$ cat config.mk
export PLATFORM = sky130hd
export DESIGN_NAME = interrupt_controller
export DESIGN_NICKNAME = d
export VERILOG_FILES = /design/src/rtl/eic_pkg.sv /design/src/rtl/eic_rr_arbiter.sv /design/src/rtl/interrupt_controller.sv
export SDC_FILE = /design/constraint.sdc
export NUM_CORES = 1
export LEC_CHECK = 0
export CORE_UTILIZATION = 45
export DETAILED_ROUTE_END_ITERATION = 8
export DONT_BUFFER_PORTS = 1
export GPL_TIMING_DRIVEN = 0
export SYNTH_ARGS = -nofsm -noshare
export SYNTH_HDL_FRONTEND = slang
export SYNTH_SLANG_ARGS = --single-unit
$ cat constraint.sdc
create_clock -name Sys_Clock -period 1.5 [get_ports Sys_Clock]
set_input_delay 0.3 -clock Sys_Clock [delete_from_list [all_inputs] [get_ports Sys_Clock]]
set_output_delay 0.3 -clock Sys_Clock [all_outputs]
set_load 0.1 [all_outputs]
$ cat src/rtl/eic_pkg.sv
// eic_pkg: shared constants for the external interrupt controller.
//   - Register address map for the 2-bit register select.
//   - FSM state encoding.
//   - Bit position of the InService flag in the STAT register.
package eic_pkg;

  localparam logic [1:0] EIC_PEND = 2'd0;
  localparam logic [1:0] EIC_MASK = 2'd1;
  localparam logic [1:0] EIC_EDGE = 2'd2;
  localparam logic [1:0] EIC_STAT = 2'd3;

  typedef enum logic [0:0] {
    EIC_IDLE = 1'b0,
    EIC_REQ  = 1'b1
  } eic_state_t;

  localparam int unsigned EIC_STAT_INSVC_BIT = 31;

endpackage

$ cat src/rtl/eic_rr_arbiter.sv
// eic_rr_arbiter: combinational round-robin arbiter.
// The search starts at Last_Id+1 and wraps modulo NUM_SRC, so the most
// recently serviced source has the lowest priority.
//   Req_Vec     in   NUM_SRC  unmasked pending sources
//   Last_Id     in   ID_W     id of the most recently serviced source
//   Grant_Valid out  1        at least one request present
//   Grant_Id    out  ID_W     winning source (0 when Grant_Valid=0)
module eic_rr_arbiter #(
  parameter int unsigned NUM_SRC = 2,
  parameter int unsigned ID_W    = $clog2(NUM_SRC)
) (
  input  logic [NUM_SRC-1:0] Req_Vec,
  input  logic [ID_W-1:0]    Last_Id,
  output logic               Grant_Valid,
  output logic [ID_W-1:0]    Grant_Id
);

  always_comb begin : search
    logic [ID_W-1:0] cand;
    cand        = '0;
    Grant_Valid = 1'b0;
    Grant_Id    = '0;
    for (int unsigned k = 1; k <= NUM_SRC; k++) begin
      cand = ID_W'((32'(Last_Id) + k) % NUM_SRC);
      if (!Grant_Valid && Req_Vec[cand]) begin
        Grant_Valid = 1'b1;
        Grant_Id    = cand;
      end
    end
  end

endmodule

$ cat src/rtl/interrupt_controller.sv
// interrupt_controller: external interrupt controller for the core's
// EIC_I_Req / EIC_I_Id inputs. Synchronizes NUM_SRC asynchronous lines,
// latches them as pending (edge or level per source), arbitrates round-robin
// among unmasked pending sources and holds one request until software EOI.
//   Sys_Clock  in   1        system clock, rising edge
//   Sys_Reset  in   1        asynchronous active-high reset
//   Irq_Src    in   NUM_SRC  raw interrupt lines (asynchronous)
//   Reg_EnR    in   1        register read strobe
//   Reg_EnW    in   1        register write strobe
//   Reg_Addr   in   2        0 PEND (W1C), 1 MASK, 2 EDGE, 3 STAT/EOI
//   Reg_DataW  in   32       write data
//   Reg_DataR  out  32       registered read data
//   EIC_I_Req  out  1        registered request to the core
//   EIC_I_Id   out  ID_W     requesting source id
module interrupt_controller
  import eic_pkg::*;
#(
  parameter int unsigned NUM_SRC = 2,
  parameter int unsigned ID_W    = $clog2(NUM_SRC)
) (
  input  logic               Sys_Clock,
  input  logic               Sys_Reset,
  input  logic [NUM_SRC-1:0] Irq_Src,
  input  logic               Reg_EnR,
  input  logic               Reg_EnW,
  input  logic [1:0]         Reg_Addr,
  input  logic [31:0]        Reg_DataW,
  output logic [31:0]        Reg_DataR,
  output logic               EIC_I_Req,
  output logic [ID_W-1:0]    EIC_I_Id
);

  logic [NUM_SRC-1:0] r_sync1;
  logic [NUM_SRC-1:0] r_sync2;
  logic [NUM_SRC-1:0] r_prev;
  logic [NUM_SRC-1:0] r_pend_edge;
  logic [NUM_SRC-1:0] r_mask;
  logic [NUM_SRC-1:0] r_edge;
  eic_state_t         r_state;
  logic               r_req;
  logic [ID_W-1:0]    r_id;
  logic [ID_W-1:0]    r_last_id;
  logic [31:0]        r_data_r;

  logic [NUM_SRC-1:0] w_pend;
  logic [NUM_SRC-1:0] w_rise;
  logic [NUM_SRC-1:0] w_clr;
  logic [NUM_SRC-1:0] w_eoi_sel;
  logic               w_wr_pend;
  logic               w_wr_mask;
  logic               w_wr_edge;
  logic               w_eoi;
  logic               w_grant_valid;
  logic [ID_W-1:0]    w_grant_id;
  logic [31:0]        w_stat;
  logic [31:0]        w_rd_data;
  logic               w_unused;

  // ---------------------------------------------------------------------
  // Write decode; EOI only has an effect while a request is outstanding
  // ---------------------------------------------------------------------
  assign w_wr_pend = Reg_EnW && (Reg_Addr == EIC_PEND);
  assign w_wr_mask = Reg_EnW && (Reg_Addr == EIC_MASK);
  assign w_wr_edge = Reg_EnW && (Reg_Addr == EIC_EDGE);
  assign w_eoi     = Reg_EnW && (Reg_Addr == EIC_STAT) && (r_state == EIC_REQ);

  assign w_unused  = ^Reg_DataW[31:NUM_SRC];

  // ---------------------------------------------------------------------
  // Input path: 2-FF synchronizer plus previous-value register
  // ---------------------------------------------------------------------
  always_ff @(posedge Sys_Clock or posedge Sys_Reset) begin
    if (Sys_Reset) begin
      r_sync1 <= '0;
      r_sync2 <= '0;
      r_prev  <= '0;
    end else begin
      r_sync1 <= Irq_Src;
      r_sync2 <= r_sync1;
      r_prev  <= r_sync2;
    end
  end

  assign w_rise    = r_sync2 & ~r_prev & r_edge;
  assign w_eoi_sel = {{(NUM_SRC-1){1'b0}}, 1'b1} << r_id;
  assign w_clr     = (w_wr_pend ? Reg_DataW[NUM_SRC-1:0] : '0) |
                     (w_eoi     ? w_eoi_sel              : '0);

  // Set is OR-ed in after clearing so a coincident edge always wins over a
  // W1C or EOI. Masking with r_edge drops stale bits when a source is
  // reconfigured to level.
  always_ff @(posedge Sys_Clock or posedge Sys_Reset) begin
    if (Sys_Reset) begin
      r_pend_edge <= '0;
    end else begin
      r_pend_edge <= ((r_pend_edge & ~w_clr) | w_rise) & r_edge;
    end
  end

  // Level sources follow the synchronized line directly
  assign w_pend = r_pend_edge | (~r_edge & r_sync2);

  // ---------------------------------------------------------------------
  // MASK / EDGE registers
  // ---------------------------------------------------------------------
  always_ff @(posedge Sys_Clock or posedge Sys_Reset) begin
    if (Sys_Reset) begin
      r_mask <= '0;
      r_edge <= '0;
    end else begin
      if (w_wr_mask) begin
        r_mask <= Reg_DataW[NUM_SRC-1:0];
      end
      if (w_wr_edge) begin
        r_edge <= Reg_DataW[NUM_SRC-1:0];
      end
    end
  end

  // ---------------------------------------------------------------------
  // Arbitration and request FSM
  // ---------------------------------------------------------------------
  eic_rr_arbiter #(
    .NUM_SRC (NUM_SRC),
    .ID_W    (ID_W)
  ) u_arb (
    .Req_Vec     (w_pend & r_mask),
    .Last_Id     (r_last_id),
    .Grant_Valid (w_grant_valid),
    .Grant_Id    (w_grant_id)
  );

  always_ff @(posedge Sys_Clock or posedge Sys_Reset) begin
    if (Sys_Reset) begin
      r_state   <= EIC_IDLE;
      r_req     <= 1'b0;
      r_id      <= '0;
      r_last_id <= ID_W'(NUM_SRC - 1);
    end else begin
      case (r_state)
        EIC_IDLE: begin
          if (w_grant_valid) begin
            r_req   <= 1'b1;
            r_id    <= w_grant_id;
            r_state <= EIC_REQ;
          end
        end
        EIC_REQ: begin
          if (w_eoi) begin
            r_req     <= 1'b0;
            r_last_id <= r_id;
            r_state   <= EIC_IDLE;
          end
        end
        default: begin
          r_req   <= 1'b0;
          r_state <= EIC_IDLE;
        end
      endcase
    end
  end

  // ---------------------------------------------------------------------
  // Read path: sampled from current (pre-write) register values
  // ---------------------------------------------------------------------
  always_comb begin
    w_stat                     = '0;
    w_stat[EIC_STAT_INSVC_BIT] = (r_state == EIC_REQ);
    w_stat[ID_W-1:0]           = r_id;
  end

  always_comb begin
    w_rd_data = '0;
    case (Reg_Addr)
      EIC_PEND: w_rd_data = 32'(w_pend);
      EIC_MASK: w_rd_data = 32'(r_mask);
      EIC_EDGE: w_rd_data = 32'(r_edge);
      default:  w_rd_data = w_stat;
    endcase
  end

  always_ff @(posedge Sys_Clock or posedge Sys_Reset) begin
    if (Sys_Reset) begin
      r_data_r <= '0;
    end else if (Reg_EnR) begin
      r_data_r <= w_rd_data;
    end
  end

  assign Reg_DataR = r_data_r;
  assign EIC_I_Req = r_req;
  assign EIC_I_Id  = r_id;

endmodule
Yosys cells after proc, flatten, opt, wreduce, memory -nomap -nowiden. Index checks and enable logic that the tools add are counted.

Bits of input ports: 40. Bits in registers: 48. Word-level logic and storage cells: 62. Output and inout bits: 34.

Mux-type cells: 17. Equal/unequal tests: 5. Add/sub/neg operators: 2. Reduce and logical (&&, ||, !) cells: 11. Order comparisons: 2. Bitwise operators: 13. Shift-type cells: 1.

Operator list (count): one-hot mux 32 bit (3 select lines) (1); bitwise AND 2 bit (6); two-way mux 1 bit (12); logical AND 1 bit (6); inverter 2 bit (3); OR 2 bit (3); AND reduction 2 bit (3); equality test 2 bit (second input constant) (2); less-than comparator 1 x 2 -> 1 bit (second input constant) (2); two-way mux 2 bit (2); != test 2 x 1 -> 1 bit (second input constant) (2); one-hot mux 1 bit (2 select lines) (2); adder 1 bit (second input constant) (2); equality test 2 x 1 -> 1 bit (second input constant) (1); logical NOT 2 bit (1); left shift 1 x 1 -> 2 bit (first input constant) (1); logical NOT 1 bit (1); inverter 1 bit (1).

Logic depth before layout (Yosys ltp).
Depth in word-level cells: 12. Mapped depth: 5. Mapped depth without buffers: 4.

By module. Synthesis repeated with hierarchy kept, for this count alone.

Cell total of the unflattened synthesis: 96. Area total of the unflattened synthesis: 1051.0 um2.

Modules (own cells, without submodules): interrupt_controller (sequential area each 476.7 um2, area an instance 1037.2 um2, times used 1, cells an instance 94); eic_rr_arbiter (sequential area each 0.0 um2, area an instance 13.8 um2, times used 1, cells an instance 2).

Worst setup path before layout. Ideal clock, no wire load.

Kind: register -> register. From: register r_id, in the netlist EIC_I_Id. To: register r_data_r[0], in the netlist Reg_DataR[0]. Setup time: 0.126 ns. Clock period less this slack: 1.714 ns. Data required time: 1.374 ns. Stages on the path, launching flop included: 3. Path slack: -0.214 ns. Buffers on the path: 0. Arrival: 1.588 ns. Cell sequence: dfrtp_1 mux4_2 mux2_4.

Word-level cells in the longest chain between the ends: 1.

Ends and longest elaborated chain: start, declared (RTL line interrupt_controller.sv:41) `logic [ID_W-1:0] r_id;`; start signal, assigned (RTL line interrupt_controller.sv:144) `r_id <= w_grant_id;`; one-hot mux 32 bit (3 select lines) (RTL line interrupt_controller.sv:174) `case (Reg_Addr)`; end signal, assigned (RTL line interrupt_controller.sv:186) `r_data_r <= w_rd_data;`; end, declared (RTL line interrupt_controller.sv:43) `logic [31:0] r_data_r;`.

Every way passes these cells. A chain may end at the register's enable or synchronous reset.

Worst setup path after layout. Ends and elaborated chain as after synthesis.

==> results.sh <==
export IMPL_status="finished, violations left"
export IMPL_violations="negative hold slack, negative setup slack"
export IMPL_yosys_warnings=0
export IMPL_leakage_nw=0.620
export IMPL_start_util=0.489
export IMPL_fin_area_um2=1200
export IMPL_setup_viol=1
export IMPL_dp_hpwl_mm=1.11
export IMPL_insertion_delay_ps=290
export IMPL_drt_iter0_drc=9
export IMPL_finalWirelength_mm=1.43
export IMPL_postRouteAntennaNets=0
export IMPL_synth_fa_ha_area_frac=0
export IMPL_grt_pass1_vias=562
export IMPL_final_cell_mix="30 x buf_4, 29 x conb_1, 13 x dfrtp_1"
export IMPL_viasPerCell=4.11
export IMPL_timing_final_crit_share=1.01
export IMPL_via_count=641
export IMPL_cts_root_buf="clkbuf_4"
export IMPL_netlist_area_um2=988
export IMPL_die_h_um=48.9
export IMPL_rsz0062_at_grt="true"
export IMPL_fillers=191
export IMPL_max_cap_violations=0
export IMPL_antenna_found_initial=0
export IMPL_final_nets=170
export IMPL_cts_tree="built"
export IMPL_h_tree_depth=1
export IMPL_final_hold_viol_count=18
export IMPL_timing_final_ws_setup_ps=-19.0
export IMPL_criticalPathCategory="reg -> reg"
export IMPL_ys_seq_area_frac=0.482
export IMPL_wire_per_inst_um=9.18
export IMPL_hold_class="in -> async"
export IMPL_diodes=0
export IMPL_p_total_mw=1.88
export IMPL_crit_arrival_ps=1710
export IMPL_worst_pin_slew_ps=689
export IMPL_synth_cells=94
export IMPL_synth_compound_area_frac=0.0975
export IMPL_synthSimpleGateAreaFrac=0.0937
export IMPL_final_common_cell="buf_4"
export IMPL_critPathCaptureType="flop"
export IMPL_cts_made_buffers=3
export IMPL_startpoint="EIC_I_Id"
export IMPL_syn_area_per_cell_um2=10.5
export IMPL_max_vdd_ir_drop_mv=0.671
export IMPL_netlist_cell_type_count=24
export IMPL_gp_congestion=0.745
export IMPL_clockBufferDepth=2
export IMPL_power_density_nw_per_um2=1570
export IMPL_die_w_um=48.9
export IMPL_holdWs_ps=-11.3
export IMPL_synthMuxAreaShare=0.0835
export IMPL_grt_pass1_wl_mm=2.42
export IMPL_dieArea_um2=2390
export IMPL_row_count=16
export IMPL_drv_slew=0
export IMPL_start_kind="flop"
export IMPL_multi_input_area_um2=388
export IMPL_ys_ff_latch=19
export IMPL_coreArea_um2=2020
export IMPL_seqCellArea_um2=485
export IMPL_gr_total_overflow=0
export IMPL_port_buffers=0
export IMPL_path_max_fanout=5
export IMPL_clock_sinks=19
export IMPL_synth_top_family_by_area="buffers and inverters"
export IMPL_grt_usage=0.134
export IMPL_syn_to_final_growth_pct=21.3
export IMPL_clk_pin_slew_ps=100
export IMPL_cp_required_ps=1690
export IMPL_drive_gt1_frac=0.364
export IMPL_r2r_slack_ps=-20
export IMPL_layout_min_cycle_time_ps=1520
export IMPL_drcViolationCount=0
export IMPL_ioPinCount=74
export IMPL_clock_skew_ps=0.474
export IMPL_maxSlewHeadroom=0.540
export IMPL_placed_cell_area_um2=1130
export IMPL_fmax_mhz=658
export IMPL_r2r_start="EIC_I_Id"
export IMPL_grt_start_max_net_pins=20
export IMPL_fin_setup_tns_ps=-19.0
export IMPL_drt_pass1_iterations=4
export IMPL_synth_xor_area_frac=0
[timing repair]
| item | 4_1_cts | 5_1_grt |
|---|---|---|
| setup buffers | 1 | 0 |
| hold endpoints to repair | 0 | 2 |
| setup endpoints to repair | 5 | 1 |
| hold buffers | 0 | 2 |
| gates resized for setup | 7 | 0 |
[critical path, cell delays in order, from the launching register on]
cell     delay (ps)
dfrtp_4         650
mux4_2          510
mux2_4          260
[kinds of logic (layout without fill, tap and decap cells)]
kind of cell,Yosys count,count (layout)
simple gates,19,19
mux,6,6
other cells,1,29
flops,19,19
compound gates,15,15
buf+inv,34,41
[layer usage]
layer / GRT usage / up-vias / part of all wire
met5: 0 / - / 0
met4: 0.0441 / 0 / 0.0098
met3: 0.0717 / 2 / 0.13
met2: 0.206 / 35 / 0.40
met1: 0.159 / 277 / 0.46
li1: - / 327 / -
[worst paths after layout]
| check | cells past startpoint | to |
|---|---|---|
| max | 2 | Reg_DataR[0] |
| min | 1 | r_edge[0] |
| max reg2reg | 2 | Reg_DataR[0] |
| min reg2reg | 0 | r_sync2[0] |
| max in group asynchronous | 1 | EIC_I_Id |
| min in group Sys_Clock | 1 | Reg_DataR[1] |
[where the power goes]
group / switching, mW / total, mW / leakage, nW / internal, mW
combinational: 0.401 / 0.559 / 0.383 / 0.158
sequential: 0.435 / 1.07 / 0.219 / 0.636
clock: 0.149 / 0.249 / 0.0177 / 0.0993
total: 0.986 / 1.88 / 0.620 / 0.894
[cell usage after synthesis]
| cell type | count | area (µm²) |
|---|---|---|
| a21oi_1 | 2 | 10.0 |
| o21a_1 | 1 | 7.51 |
| o21ai_0 | 6 | 30.0 |
| mux2_4 | 1 | 15.0 |
| mux2_2 | 4 | 45.0 |
| or2_0 | 1 | 6.26 |
| clkbuf_1 | 1 | 3.75 |
| nor2b_1 | 3 | 18.8 |
| buf_4 | 29 | 218 |
| mux4_2 | 1 | 22.5 |
| nand2_1 | 6 | 22.5 |
| nor2_1 | 4 | 15.0 |
| a31oi_1 | 1 | 6.26 |
| dfrtp_1 | 18 | 450 |
| nand3b_1 | 1 | 7.51 |
| conb_1 | 1 | 3.75 |
| o2111ai_1 | 2 | 17.5 |
| o31ai_1 | 1 | 7.51 |
| o32a_1 | 1 | 10.0 |
| nand3_1 | 2 | 10.0 |
| inv_1 | 4 | 15.0 |
| a21o_1 | 1 | 7.51 |
| dfstp_2 | 1 | 26.3 |
| nand4_1 | 2 | 12.5 |
[state kept, by name, summed over array words and instances (netlist names), 2 cells and up]
name         flops
Reg_DataR        3
r_edge           2
r_mask           2
r_pend_edge      2
r_prev           2
r_sync1          2
r_sync2          2
[final cells by class]
type	instances	share of cell area
sequential	19	0.405
multi-input combinational	69	0.324
buffer	30	0.185
tap	27	0.0282
timing repair buffer	3	0.0230
clock buffer	3	0.0188
inverter	4	0.0125
clock inverter	1	0.00418
[per-stage QoR]
| stage | setup slack (ps) | std cells | hold slack (ps) | util |
|---|---|---|---|---|
| 6_report | -19.0 | 156 | -11.3 | 0.593 |
| 5_1_grt | -75.5 | 156 | 49.0 | 0.593 |
| 4_1_cts | -26.4 | 154 | 12.7 | 0.583 |
| 3_5_place_dp | -29.4 | 149 | 331 | 0.558 |
| 3_3_place_gp | -24.9 | 149 | 331 | 0.558 |
| 2_1_floorplan | 0.254 | 122 | 250 | - |
Power figures use the tool's default switching activity.
==> patch 1, RTL diff (same flow settings) <==
`NUM_SRC` is set to 2 in 2 places; all go to 8.
--- a/src/rtl/eic_rr_arbiter.sv
+++ b/src/rtl/eic_rr_arbiter.sv
@@ -7,5 +7,5 @@
 //   Grant_Id    out  ID_W     winning source (0 when Grant_Valid=0)
 module eic_rr_arbiter #(
-  parameter int unsigned NUM_SRC = 2,
+  parameter int unsigned NUM_SRC = 8,
   parameter int unsigned ID_W    = $clog2(NUM_SRC)
 ) (
--- a/src/rtl/interrupt_controller.sv
+++ b/src/rtl/interrupt_controller.sv
@@ -16,5 +16,5 @@
   import eic_pkg::*;
 #(
-  parameter int unsigned NUM_SRC = 2,
+  parameter int unsigned NUM_SRC = 8,
   parameter int unsigned ID_W    = $clog2(NUM_SRC)
 ) (
Interface: changed (resized EIC_I_Id and Irq_Src); port bits go from 74 to 82. No check against the original RTL was run, so the function may have changed too.
==> patch 1 against the unedited design <==
- the run ends with negative setup slack left
- sequential share of layout area is 8.6 points lower
- count of clock-buffer cells in the layout increased by 7
- area after synthesis increased to 4.1 times the old value
- clock power rose to 6.9 times the old value
- highest routed layer unchanged
- worst setup slack lost 1.3 ns
- sequential cell count is 46 higher
- die area increased to 3.9 times the old value
- design area grew to 4.3 times the old value
- non-clock buffer count grew 39
- wire length rose to 7.8 times the old value
- power rose to 5.9 times the old value
- synthesized cell count grew to 4.2 times the old value
- final cell count increased to 3.7 times the old value
- largest power group is now combinational cells
==> patch 1: results (changes against the unedited design) <==
- Setup WS post-layout: -1.282 ns (was -0.01901 ns)
- CTS Buf Count: 9 (was 3)
- Worst path max stage delay: 0.56 ns (was 0.65 ns)
- Setup Viol. Count Final: 16 (was 1)
- Worst path slowest cell: dfstp_2 (was dfrtp_4)
- Worst-path fanout max: 7 (was 5)
- Port-buffer cells: 0 (unchanged)
- Failing checks: negative setup slack (was negative hold slack, negative setup slack)
- Ys Warns: 0 (unchanged)
- WL final: 11210 um (was 1432 um)
- Drt first-iter violations: 280 (was 9)
- Synth Area in Compound Gates: 0.2197 (was 0.09747)
- Yosys cell types: 64 (was 24)
- Final net count: 510 (was 170)
- Worst skew pair latency: 0.34 ns (was 0.29 ns)
- Root Buffer: clkbuf_8 (was clkbuf_4)
- CP Data Arrival Time: 3.04 ns (was 1.71 ns)
- Worst Hold Class: input pin to flip-flop (was input pin to async pin)
- Initial antenna violation count: 0 (unchanged)
- Filler cells: 736 (was 191)
- Initial DRT Pass Iterations: 5 (was 4)
- R2R depth: 12 (was 2)
- Max reg flops: 9 (was 3)
- RePlAce Congestion: 0.9131 (was 0.7451)
- First-pass GRT wire length: 17790 um (was 2415 um)
- Overall Global Routing Usage: 0.2438 (was 0.1337)
- FFs w/ async S/R, synth: 1.000 (unchanged)
- Post-Synth Adder-Cell Area: 0.006190 (was 0)
- Via/cell ratio: 5.880 (was 4.109)
- Synth cell count leaders: dfrtp_1, nand2_1, buf_4 (was buf_4, dfrtp_1, nand2_1, o21ai_0)
- Peak supply drop: 0.8396 mV (was 0.6712 mV)
- Worst clock skew: 0.01018 ns (was 0.0004735 ns)
- Layout cells sized above 1: 0.3747 (was 0.3643)
- Mux share of post-synthesis cell area: 0.1405 (was 0.08354)
- Top post-synthesis cells by area: dfrtp_1, mux2_2, buf_4, mux4_2, o211ai_1 (was dfrtp_1, buf_4, mux2_2, o21ai_0, dfstp_2)
- Slew HR: 0.2202 (was 0.5399)
- Vias in the first global route: 3286 (was 562)
- DP HPWL: 7718 um (was 1109 um)
- Largest net degree at the start of global routing: 66 (was 20)
- H-tree depth: 3 (was 1)
- Worst-path clk slew: 0.08 ns (was 0.10 ns)
- Setup_tns: -8.364 ns (was -0.01901 ns)
- Xor-xnor portion of the synthesized cell area: 0.008357 (was 0)
- Static leakage: 2.039 nW (was 0.6196 nW)
- Status: finished, violations left (unchanged)
- Post-synthesis sequential area ratio: 0.4033 (was 0.4823)
- Crit path max-delay family: simple AND/OR/NAND/NOR gates (was multiplexers)
==> patch 1: cell types whose count changed after synthesis, sizes merged, moves of 7 or more <==
cell	unedited run	this run
nand2b	0	11
buf	29	36
a21oi	2	14
o21ai	6	24
a21boi	0	8
nor2	4	27
o211ai	0	27
dfrtp	18	62
o221ai	0	7
nand2	6	47
mux2	5	24
mux4	1	10
==> patch 1: cells by family (layout without fill, tap and decap cells) <==
group | after synthesis | after routing
flip-flops | 65 | 65
XOR/XNOR | 3 | 3
other | 1 | 23
adder cells (fa/ha/maj) | 2 | 2
AO/OA/AOI/OAI | 119 | 119
buffers and inverters | 53 | 100
multiplexers | 40 | 40
AND/OR/NAND/NOR | 115 | 115
==> patch 1: power breakdown <==
part | leakage (nW) | internal (mW) | switching, mW
clock | 0.113 | 0.987 | 0.729
combinational | 1.17 | 2.72 | 3.52
sequential | 0.757 | 2.05 | 1.03
total | 2.04 | 5.76 | 5.27
==> patch 1: repair_timing <==
item,4_1_cts,5_1_grt
pin swaps,7,10
gates resized for setup,34,27
endpoints found under the hold margin,8,21
setup endpoints to repair,34,26
gates cloned,0,0
setup buffers,18,5
hold buffers,8,1
==> patch 1: final timing paths <==
path	startpoint	endpoint	slack, ns
worst max-delay path	r_last_id[0]	EIC_I_Id[1]	-1.28
worst min-delay path	Reg_DataW[4]	r_mask[4]	0.10
worst max register to register	r_last_id[0]	EIC_I_Id[1]	-1.28
worst min register to register	r_sync1[7]	r_sync2[7]	0.34
max in group asynchronous	Sys_Reset	r_last_id[2]	0.38
min in group asynchronous	Sys_Reset	r_mask[1]	0.48
==> patch 1: metal layers <==
metal	vias to the layer above	global-route usage	wire length, um
met2	139	0.3895	5460
met4	0	0.1137	281
met3	29	0.04624	646
li1	1567	-	-
met1	1646	0.3207	4824
met5	-	0	0
==> patch 1: layout make-up <==
cell class | instances | area share
multi-input combinational | 302 | 0.4713
sequential | 65 | 0.3194
buffer | 40 | 0.06524
timing repair buffer | 32 | 0.05870
clock buffer | 10 | 0.02668
tap | 108 | 0.02619
clock inverter | 6 | 0.01746
inverter | 12 | 0.01504
==> patch 1: metrics by stage <==
step | hold WS (ns) | setup slack (ns) | power, mW | area (um^2) | instances
after global routing | 0.08595 | -1.364 | 11.55 | 5159 | 575
after floorplan | 0.3312 | -1.075 | 6.840 | 4258 | 420
after CTS | 0.08939 | -1.267 | 10.34 | 4947 | 569
after global placement | 0.3315 | -1.572 | 7.861 | 4393 | 528
after detailed placement | 0.3315 | -1.557 | 7.856 | 4393 | 528
final | 0.1025 | -1.282 | 11.03 | 5159 | 575
==> patch 2, RTL diff (same settings) <==
Made on the original files. Put one more register stage on the output `Reg_DataR`, without a reset. The value now appears one clock later. The other outputs are not delayed to match. Comments in the files are not updated.
--- a/src/rtl/interrupt_controller.sv
+++ b/src/rtl/interrupt_controller.sv
@@ -188,5 +188,7 @@
   end
 
-  assign Reg_DataR = r_data_r;
+  always_ff @(posedge Sys_Clock) begin
+    Reg_DataR <= r_data_r;
+  end
   assign EIC_I_Req = r_req;
   assign EIC_I_Id  = r_id;
Behaviour: not the same (Yosys sat finds a counterexample within 4 cycles, from zero or initial values and one cycle with Sys_Reset high).
==> patch 2 against the unedited design <==
- the run ends with negative setup slack left
- worst setup slack worse by 0.020 ns
- synthesized cell count is 3.2% higher
- largest power group unchanged
- sequential cell count is 3 higher
- combinational power is 0.9% higher
- highest routed layer is now met3
- global-route usage is 0.17 points lower
- area after synthesis is 6.1% higher
- final cell count is 3.2% higher
- power is 9.0% higher
- design area is 6.7% higher
- wire length is 4.7% higher
==> patch 2: results (changes against the unedited design) <==
- DRC violations left: 0 (unchanged)
- Initial DRT Pass Iterations: 4 (unchanged)
- Vias in the first global route: 595 (was 562)
- CP Data Arrival Time: 1.73 ns (was 1.71 ns)
- Root Buffer: clkbuf_4 (unchanged)
- Final net count: 174 (was 170)
- Worst path max stage delay: 0.46 ns (was 0.65 ns)
- Worst Hold Class: input pin to flip-flop (was input pin to async pin)
- ANT cells: 0 (unchanged)
- Setup_tns: -0.03910 ns (was -0.01901 ns)
- First-pass GRT wire length: 2477 um (was 2415 um)
- CTS Buf Count: 3 (unchanged)
- Worst path slowest cell: mux4_2 (was dfrtp_4)
- Peak supply drop: 1.039 mV (was 0.6712 mV)
- Crit path max-delay family: multiplexers (unchanged)
- H-tree depth: 1 (unchanged)
- Initial antenna violation count: 0 (unchanged)
- Placed instance area: 0.001190 mm^2 (was 0.001129 mm^2)
- Failing checks: negative setup slack (was negative hold slack, negative setup slack)
- Filler cells: 203 (was 191)
- Worst-path clk slew: 0.11 ns
- Via/cell ratio: 4.155 (was 4.109)
- Drt first-iter violations: 9 (unchanged)
- DP HPWL: 1156 um (was 1109 um)
- Post-synthesis sequential area ratio: 0.5119 (was 0.4823)
- Ys Warns: 0 (unchanged)
- Status: finished, violations left (unchanged)
- Top post-synthesis cells by area: dfrtp_1, buf_4, dfxtp_1, mux2_2, o21ai_0 (was dfrtp_1, buf_4, mux2_2, o21ai_0, dfstp_2)
- Yosys cell types: 25 (was 24)
- Largest net degree at the start of global routing: 20 (unchanged)
- Overall Global Routing Usage: 0.1320 (was 0.1337)
- Largest regs: Reg_DataR x3, r_data_r x3
- Static leakage: 0.6562 nW (was 0.6196 nW)
- Synth cell count leaders: buf_4, dfrtp_1, nand2_1, o21ai_0 (unchanged)
- Worst skew pair latency: 0.30 ns
- Setup WS post-layout: -0.03910 ns (was -0.01901 ns)
- Port-buffer cells: 0 (unchanged)
- RePlAce Congestion: 0.7726 (was 0.7451)
- CTS max path bufs: 2 (unchanged)
- Worst-path fanout max: 2 (was 5)
- DR WL/cell: 9.317 um (was 9.179 um)
- Worst clock skew: 0.001565 ns (was 0.0004735 ns)
- Pre-CTS setup slack: -0.05100 ns (was -0.02939 ns)
- Layout cells sized above 1: 0.3534 (was 0.3643)
- Worst slew pin tran: 0.6850 ns (was 0.6894 ns)
- FFs w/ async S/R, synth: 0.8636 (was 1.000)
- Setup Viol. Count Final: 1 (unchanged)
[patch 2: changes by cell type in the layout (fill, tap and decap cells not counted)]
cell           change
clkbuf_8           +1
clkinv_2           -1
dfrtp_1            +3
dfrtp_2            -3
dfxtp_2            +3
dlygate4sd3_1      +1
[patch 2: cell families (layout without fill, tap and decap cells)]
family          Yosys count  after routing  share of synthesized area
compound gates           15             15                    0.09190
other cells               1             29                   0.003577
flops                    22             22                     0.5119
mux                       6              6                    0.07875
simple gates             19             19                    0.08831
buf+inv                  34             42                     0.2255
[patch 2: power breakdown]
part	internal, mW	total, mW	switching [mW]
Sequential	0.737	1.17	0.435
Combinational	0.160	0.564	0.404
Clock	0.148	0.312	0.164
Total	1.04	2.05	1.00
[patch 2: final timing paths]
| check | from | endpoint | slack (ns) | cells past startpoint |
|---|---|---|---|---|
| setup / recovery | r_sync2[0] | r_data_r[0] | -0.04 | 4 |
| hold / removal | Reg_EnR | r_data_r[1] | 0.08 | 1 |
| setup reg to reg | r_sync2[0] | r_data_r[0] | -0.04 | 4 |
| hold reg to reg | r_sync1[1] | r_sync2[1] | 0.36 | 0 |
| max in group asynchronous | Sys_Reset | EIC_I_Id | 0.47 | 2 |
| min in group asynchronous | Sys_Reset | r_sync1[1] | 0.53 | 2 |
[patch 2: metrics by stage]
step           cells  hold slack, ns
2_1_floorplan    125          0.2503
3_3_place_gp     153          0.3315
3_5_place_dp     153          0.3315
4_1_cts          159        0.001541
5_1_grt          161         0.06319
6_report         161         0.07968
[patch 2: layout make-up]
cell class,count,area (um^2),area share
repair buffers,4,37.54,0.02935
clock buffers,4,36.28,0.02838
inverters,4,15.01,0.01174
flip-flops and latches,22,545.5,0.4266
well taps,28,35.03,0.02740
multi-input cells,69,387.9,0.3033
plain buffers,30,221.5,0.1732
[patch 2: what timing repair did]
action	4_1_cts	5_1_grt
setup endpoints to repair	5	1
gates cloned	0	0
hold buffers	1	2
resized for setup	5	2
endpoints found under the hold margin	12	2
setup buffers	1	0
[patch 2: routing by layer]
| metal | vias to the layer above | routed length [um] | part of all wire | track usage |
|---|---|---|---|---|
| li1 | 338 | - | - | - |
| met1 | 306 | 644 | 0.43 | 0.1540 |
| met2 | 25 | 722 | 0.48 | 0.2156 |
| met3 | 0 | 133 | 0.089 | 0.07576 |
| met4 | 0 | 0 | 0 | 0.01429 |
| met5 | - | 0 | 0 | 0 |
